File: src/rtl/rom_dl_ctrl.sv
// ROM download front-end: decodes the ioctl byte stream into CPU/sprite SDRAM writes and PROM strobes,
// buffers SDRAM writes in a small FIFO and issues them one at a time on toggle req/ack ports.
module rom_dl_ctrl #(
   parameter int         FIFO_DEPTH  = 4,
   parameter int         ACK_TIMEOUT = 255,
   parameter logic [7:0] ROM_INDEX   = 8'd0
)(
   input  logic        clk_sys,
   input  logic        reset,
   input  logic        ioctl_download,
   input  logic        ioctl_wr,
   input  logic [24:0] ioctl_addr,
   input  logic [7:0]  ioctl_dout,
   input  logic [7:0]  ioctl_index,
   output logic        ioctl_wait,
   output logic        port1_req,
   input  logic        port1_ack,
   output logic [22:0] port1_a,
   output logic [1:0]  port1_ds,
   output logic [15:0] port1_d,
   output logic        port2_req,
   input  logic        port2_ack,
   output logic [22:0] port2_a,
   output logic [1:0]  port2_ds,
   output logic [15:0] port2_d,
   output logic        prom_wr,
   output logic [9:0]  prom_addr,
   output logic [7:0]  prom_data,
   output logic        rom_loaded,
   output logic        dl_err
);

   localparam int               AW       = $clog2(FIFO_DEPTH);
   localparam logic [AW:0]      FULL_CNT = (AW+1)'(FIFO_DEPTH);
   localparam logic [AW:0]      WAIT_CNT = (AW+1)'(FIFO_DEPTH-1);
   localparam logic [15:0]      TMO_CNT  = 16'(ACK_TIMEOUT-1);

   typedef enum logic [1:0] {IDLE, ISSUE, WAIT} state_t;

   state_t        state, next;
   logic          wr_p0, dl_p0;
   logic          accept, is_p1, is_p2, is_prom, push, do_push, pop, timeout, full;
   logic [23:0]   s;
   logic [41:0]   entry, head;
   logic [41:0]   mem [FIFO_DEPTH];
   logic [AW-1:0] wr_ptr, rd_ptr;
   logic [AW:0]   count;
   logic [15:0]   timer;
   logic          sel, ack_sel, req_sel, rom_active;

   // Decode stage: classify the accepted byte and build its FIFO entry
   always_comb begin
      accept  = ioctl_wr & ~wr_p0 & ioctl_download & (ioctl_index == ROM_INDEX);
      s       = ioctl_addr[23:0] - 24'h010000;
      is_p1   = ioctl_addr < 25'h0010000;
      is_p2   = (ioctl_addr >= 25'h0010000) && (ioctl_addr < 25'h001C000);
      is_prom = (ioctl_addr >= 25'h001C000) && (ioctl_addr < 25'h001C320);
      if (is_p1)
         entry = {1'b0, ioctl_addr[23:1], ioctl_addr[0], ~ioctl_addr[0], ioctl_dout, ioctl_dout};
      else
         entry = {1'b1, s[23:16], s[13:0], s[15], s[14], ~s[14], ioctl_dout, ioctl_dout};
   end

   assign full       = (count == FULL_CNT);
   assign push       = accept & (is_p1 | is_p2);
   assign do_push    = push & (~full | pop);
   assign ioctl_wait = (count >= WAIT_CNT);
   assign head       = mem[rd_ptr];
   assign ack_sel    = sel ? port2_ack : port1_ack;
   assign req_sel    = sel ? port2_req : port1_req;

   always_comb begin
      next    = state;
      pop     = 1'b0;
      timeout = 1'b0;
      case (state)
         IDLE:  if (count != '0) next = ISSUE;
         ISSUE: begin
            pop  = 1'b1;
            next = WAIT;
         end
         WAIT: begin
            if (ack_sel == req_sel) next = IDLE;
            else if (timer == TMO_CNT) begin
               timeout = 1'b1;
               next    = IDLE;
            end
         end
         default: next = IDLE;
      endcase
   end

   always_ff @(posedge clk_sys)
      if (do_push) mem[wr_ptr] <= entry;

   // Issue stage: FIFO bookkeeping, port handshake, status flags
   always_ff @(posedge clk_sys) begin
      if (reset) begin
         state      <= IDLE;
         wr_p0      <= 1'b0;
         dl_p0      <= 1'b0;
         wr_ptr     <= '0;
         rd_ptr     <= '0;
         count      <= '0;
         timer      <= '0;
         sel        <= 1'b0;
         port1_req  <= port1_ack;
         port2_req  <= port2_ack;
         port1_a    <= '0;
         port1_ds   <= '0;
         port1_d    <= '0;
         port2_a    <= '0;
         port2_ds   <= '0;
         port2_d    <= '0;
         prom_wr    <= 1'b0;
         prom_addr  <= '0;
         prom_data  <= '0;
         rom_loaded <= 1'b0;
         rom_active <= 1'b0;
         dl_err     <= 1'b0;
      end else begin
         state   <= next;
         wr_p0   <= ioctl_wr;
         dl_p0   <= ioctl_download;
         prom_wr <= accept & is_prom;
         if (accept & is_prom) begin
            prom_addr <= ioctl_addr[9:0];
            prom_data <= ioctl_dout;
         end
         if (do_push) wr_ptr <= wr_ptr + 1'b1;
         if (pop)     rd_ptr <= rd_ptr + 1'b1;
         if (do_push & ~pop)      count <= count + 1'b1;
         else if (pop & ~do_push) count <= count - 1'b1;
         if (push & ~do_push) dl_err <= 1'b1;
         if (pop) begin
            sel   <= head[41];
            timer <= '0;
            if (head[41]) begin
               {port2_a, port2_ds, port2_d} <= head[40:0];
               port2_req <= ~port2_req;
            end else begin
               {port1_a, port1_ds, port1_d} <= head[40:0];
               port1_req <= ~port1_req;
            end
         end else if (state == WAIT) begin
            timer <= timer + 1'b1;
         end
         // Abandon the write: bring req back in line with ack so no request stays pending
         if (timeout) begin
            dl_err <= 1'b1;
            if (sel) port2_req <= port2_ack;
            else     port1_req <= port1_ack;
         end
         if (ioctl_download & ~dl_p0 & (ioctl_index == ROM_INDEX)) begin
            rom_loaded <= 1'b0;
            rom_active <= 1'b1;
         end else if (rom_active & ~ioctl_download & (count == '0) & (state == IDLE)) begin
            rom_loaded <= 1'b1;
            rom_active <= 1'b0;
         end
      end
   end

endmodule

File: config.mk
export PLATFORM = sky130hd
export DESIGN_NAME = rom_dl_ctrl
export DESIGN_NICKNAME = d
export VERILOG_FILES = /design/src/rtl/rom_dl_ctrl.sv
export SDC_FILE = /design/constraint.sdc
export NUM_CORES = 1
export LEC_CHECK = 0
export ABC_AREA = 0
export CAP_MARGIN = 30
export CORE_MARGIN = 2
export CORE_UTILIZATION = 48
export DETAILED_ROUTE_END_ITERATION = 6
export PLACE_DENSITY = 0.82
export SETUP_SLACK_MARGIN = 0.02
export SLEW_MARGIN = 20
export SYNTH_ARGS = -nofsm -noshare
export SYNTH_HDL_FRONTEND = slang
export SYNTH_SLANG_ARGS = --single-unit
export TNS_END_PERCENT = 100
File: constraint.sdc
create_clock -name clk_sys -period 2.85 [get_ports clk_sys]
set_input_delay 0.57 -clock clk_sys [delete_from_list [all_inputs] [get_ports clk_sys]]
set_output_delay 0.57 -clock clk_sys [all_outputs]
set_load 0.005 [all_outputs]
==> results_dict.tcl, run 1 <==
set metrics [dict create \
    status "completed" \
    yosysTopAreaCellShare 0.404 \
    avgSynthCellArea_um2 12.7 \
    max_freq_ghz 0.383 \
    holdBufCountCts 0 \
    synth_most_common_cell "nand2_1" \
    grt_usage 0.203 \
    wl_per_cell_um 17.7 \
    post_cts_resized 0 \
    synth_seq_area_share 0.642 \
    synth_area_leaders "edfxtp_1, dfxtp_1, mux4_2" \
    irDropWorstVdd_uv 450 \
    core-area_um2 20800 \
    htreeDepth 1 \
    synth_area_um2 10100 \
    port_buffers 152 \
    synth_ff_type "edfxtp_1" \
    cts_setup_buffers 0 \
    timing.final.crit_share 0.917 \
    required_ps 3300 \
    yosysUniqueCellTypes 45 \
    numCtsBuffers 27 \
    std_cell_rows 53 \
    drt_pass1_iterations 5 \
    start_kind "primary input" \
    crit-reg2reg-launch "state[0]" \
    synthArstFlopShare 0 \
    layout.cells.non_filler 1271 \
    maxCapViolations 0 \
    areaGrowthSynthToFinish_pct 29.1 \
    final_util 0.626 \
    grt_pass1_wl_um 35400 \
    slew_viol_final 0 \
    drt-total-wl_um 22500 \
    grt_antenna_before_repair 2 \
    min_path_type "flop to flop" \
    synth_edf_count 136 \
    worstHoldStart "port2_a[20]" \
    gp_congestion 0.777 \
    setup_violations 0 \
    worst_pin_slew_ps 694 \
    grt_pass1_vias 6761 \
    tns_ps 0 \
    vias_per_cell 5.31 \
    cellLeakagePower_uw 0.00431 \
    cts_sinks 256 \
    crit_path_end_kind "flop" \
    start_util 0.485 \
    fin_crit_ps 2610 \
    rsz0062_at_grt "false" \
    vias 6747 \
    cts_tree "built" \
    synth-seq-cells 256 \
    fin_nets 1031 \
    die_x_um 149 \
    drive_gt1_frac 0.153 \
    clockBufferDepth 3 \
    hold_end "port2_a[20]" \
    fillers 1579 \
    yosys.area.top_type "edfxtp_1" \
    clk_pin_slew_ps 60 \
    insertion_delay_ps 520 \
    grt.overflow.total 0 \
    drc 0 \
    reg2reg_to "count[2]" \
    cts_root_buffer "clkbuf_16" \
    critPathKind "primary input to flop" \
    rrSetupSlack_ps 520 \
    ant_nets 0 \
    fin_total_pwr_uw 8950 \
    finalHoldViolations 0 \
    arrival_ps 3070 \
    fin_skew_ps 9.04 \
    postSynthCellCount 798 \
    min_path_cells 2 \
    drtIter0Drc 384 \
    die-area_um2 22200 \
    dieHeight_um 149 \
    pin_count 153 \
    power_density_nw_per_um2 687 \
    dp.cells 1219 \
    synth_warnings 0 \
    synth_common_cells "nand2_1, edfxtp_1, dfxtp_1" \
    slew_headroom 0.537 \
    grt_max_degree 43 \
    r2r_cells 9 \
    hpwl_um 15000 \
    postSynthNetCount 855 \
    crit_fanout 2 \
]
kinds of logic (layout without fill, tap and decap cells):
family,Yosys count,in the layout,share of synthesized area
AOI/OAI and AO/OA,91,91,0.0473
and+or+nand+nor,274,274,0.123
other,0,1,0
xor gates and xnor gates,26,26,0.0226
buffers and inverters,69,266,0.0366
DFF,256,256,0.642
muxes,72,72,0.115
adders and majority gates,10,10,0.0131
final cells by class:
type	instances	area, um2	area share
tap	275	344	0.0264
multi-input combinational	473	3260	0.250
clock buffer	39	752	0.0577
timing repair buffer	205	2040	0.156
antenna	1	2.50	0.000192
inverter	11	41.3	0.00317
sequential	256	6490	0.498
clock inverter	11	108	0.00826
worst max path at each step:
stage	from	end	slack [ps]	cells after the start
3_5_place_dp	ioctl_index[3]	count[2]	-270	10
3_3_place_gp	ioctl_index[3]	count[2]	-190	10
4_1_cts	ioctl_index[3]	count[2]	270	10
5_1_grt	ioctl_index[3]	count[2]	40	10
2_1_floorplan	ioctl_index[3]	mem[1][10]	70	4
6_report	ioctl_index[3]	count[2]	240	10
report_power, final:
group | total, uW | switching [uW] | internal, uW
Clock | 3360 | 1350 | 2010
Combinational | 1460 | 745 | 715
Sequential | 4130 | 106 | 4030
cell usage in the layout (no fill, tap or decap), types with 7 or more instances in the layout:
master and instances:
mux2_2 15, a21oi_1 81, buf_12 9, clkbuf_1 10, nand4_1 7, clkbuf_16 28
xnor2_1 14, edfxtp_1 136, ha_1 9, nor2_1 53, mux4_2 34, nor3_1 14
nand2_1 148, buf_4 44, xor2_1 12, clkdlybuf4s50_1 151, nand3_1 10, dfxtp_1 118
mux2i_1 23, inv_1 11
critical path: stages:
cell and delay, ps:
clkdlybuf4s50_1 410, nor4_2 310, nand4_1 250, nor4_2 280
ha_1 230, inv_1 60, fa_1 370, xor2_1 160
or3_1 300, a21oi_1 130
layer usage:
metal	vias to the layer above	GRT usage	wire, um
li1	3180	-	-
met1	3340	0.261	9360
met2	193	0.348	11200
met3	32	0.0462	1520
met4	2	0.0529	450
met5	-	0	15
registers in the layout (all words and copies together), names as in the netlist, 3 cells and up, named ones only:
signal	flops
mem	136
port1_a	23
port2_a	23
timer	16
prom_addr	10
port1_d	8
port2_d	8
prom_data	8
count	3
stage by stage:
step | worst slack [ps] | cell area, um2 | hold slack (ps)
6_report | 237 | 13000 | 452
5_1_grt | 44.6 | 13000 | 462
4_1_cts | 270 | 13000 | 441
3_5_place_dp | -266 | 12200 | 447
3_3_place_gp | -191 | 12200 | 440
2_1_floorplan | 68.8 | 10100 | 432
Power figures use the tool's default switching activity.
==> run 2: changes to the inputs <==
--- a/config.mk
+++ b/config.mk
@@ -6,7 +6,6 @@
 export NUM_CORES = 1
 export LEC_CHECK = 0
 export ABC_AREA = 0
-export CAP_MARGIN = 30
 export CORE_MARGIN = 2
 export CORE_UTILIZATION = 48
 export DETAILED_ROUTE_END_ITERATION = 6
==> run 2 against run 1 <==
Sequential cell count stayed put. Register-to-register slack hardly changed. Critical path depth stayed put. Clock skew is 0.74 ps higher. Largest power group unchanged. Critical path type unchanged. Wire length is 0.10% lower. Utilization is 0.072 points lower.
==> results_dict.tcl, run 2 (synthesis results as in run 1) <==
set metrics [dict create \
    drtIter0Drc 358 \
    irDropWorstVdd_uv 422 \
    insertion_delay_ps 520 \
    ant_nets 0 \
    die-area_um2 22200 \
    drt_pass1_iterations 5 \
    multi_input_comb_area_um2 3260 \
    grt_antenna_before_repair 2 \
    power_density_nw_per_um2 688 \
    cts_root_buffer "clkbuf_16" \
    start_util 0.485 \
    cts_sinks 256 \
    gp_congestion 0.777 \
    core-area_um2 20800 \
    dieHeight_um 149 \
    cts_tree "built" \
    finalWorstSetupSlack_ps 246 \
    required_ps 3300 \
    timing.final.crit_share 0.914 \
    arrival_ps 3060 \
    die_x_um 149 \
    max_freq_ghz 0.384 \
    top_regs "mem x136, port1_a x23, port2_a x23" \
    slew_viol_final 0 \
    status "completed" \
    pin_count 153 \
    grt_pass1_wl_um 35400 \
    fillers 1580 \
    numCtsBuffers 27 \
    areaGrowthSynthToFinish_pct 28.9 \
    std_cell_rows 53 \
    fin_crit_ps 2600 \
    crit_start "ioctl_index[3]" \
    slew_headroom 0.345 \
    holdBufCountCts 0 \
    drive_gt1_frac 0.152 \
    grt_pass1_vias 6761 \
    port_buffers 152 \
    final_cell_mix "clkdlybuf4s50_1, nand2_1, edfxtp_1" \
    vias_per_cell 5.30 \
    critPathKind "primary input to flop" \
    fin_skew_ps 9.78 \
    regMostFlops "mem" \
    start_kind "primary input" \
    worstHoldStart "port2_a[20]" \
    drt-total-wl_um 22500 \
    fin_nets 1030 \
    htreeDepth 1 \
    finalHoldViolations 0 \
    crit_fanout 2 \
    tns_ps 0 \
    regArea_um2 6490 \
    grt_usage 0.203 \
    min_path_type "flop to flop" \
    layout_commonest_cell "clkdlybuf4s50_1" \
    drc 0 \
    crit-reg2reg-launch "state[0]" \
    hpwl_um 15000 \
    setup_violations 0 \
    vias 6730 \
    clockBufferDepth 3 \
    worst_pin_slew_ps 983 \
    maxCapViolations 0 \
    dp_slack_ps -266 \
    wl_per_cell_um 17.7 \
    largest_reg_flops 136 \
    crit_path_end_kind "flop" \
    cellLeakagePower_uw 0.00430 \
    post_cts_resized 0 \
    clk_pin_slew_ps 60 \
    grt.overflow.total 0 \
    rsz0062_at_grt "false" \
    grt_max_degree 43 \
    cts_setup_buffers 0 \
]
-- run 2: metrics by stage --
stage / hold slack, ps / instances / util / power [uW] / instance area [um2]
finish: 452 / 1270 / 0.625 / 8950 / 13000
global route: 462 / 1269 / 0.625 / 9290 / 13000
CTS: 441 / 1269 / 0.625 / 9020 / 13000
detailed placement: 447 / 1219 / 0.584 / 5670 / 12200
global placement: 440 / 1219 / 0.584 / 5640 / 12200
floorplan: 432 / 798 / - / 5070 / 10100
-- run 2: metal layers --
layer / vias to the layer above / wire [um] / track usage
met5: - / 15 / 0
met2: 209 / 11100 / 0.348
li1: 3182 / - / -
met4: 2 / 460 / 0.0529
met1: 3305 / 9280 / 0.261
met3: 32 / 1600 / 0.0462
-- run 2: cell type report --
cell class / count / share of cell area
inverter: 11 / 0.00317
sequential: 256 / 0.498
clock buffer: 39 / 0.0578
antenna: 1 / 0.000192
timing repair buffer: 204 / 0.155
tap: 275 / 0.0264
multi-input combinational: 473 / 0.250
clock inverter: 11 / 0.00827
-- run 2: critical path: stages --
cell	delay (ps)
clkdlybuf4s50_1	410
nor4_2	310
nand4_1	250
nor4_2	280
ha_1	230
inv_1	60
fa_1	370
xor2_1	160
or3_1	300
a21oi_1	130
-- run 2: worst paths after layout --
path	end	slack, ps	cells after the start
hold reg to reg	port2_a[20]	450	2
setup / recovery	count[2]	250	10
setup reg to reg	count[2]	510	9
hold / removal	port2_a[20]	450	2
-- run 2: where the power goes --
| group | switching (uW) | internal, uW |
|---|---|---|
| Sequential | 106 | 4030 |
| Clock | 1350 | 2010 |
| Combinational | 746 | 714 |
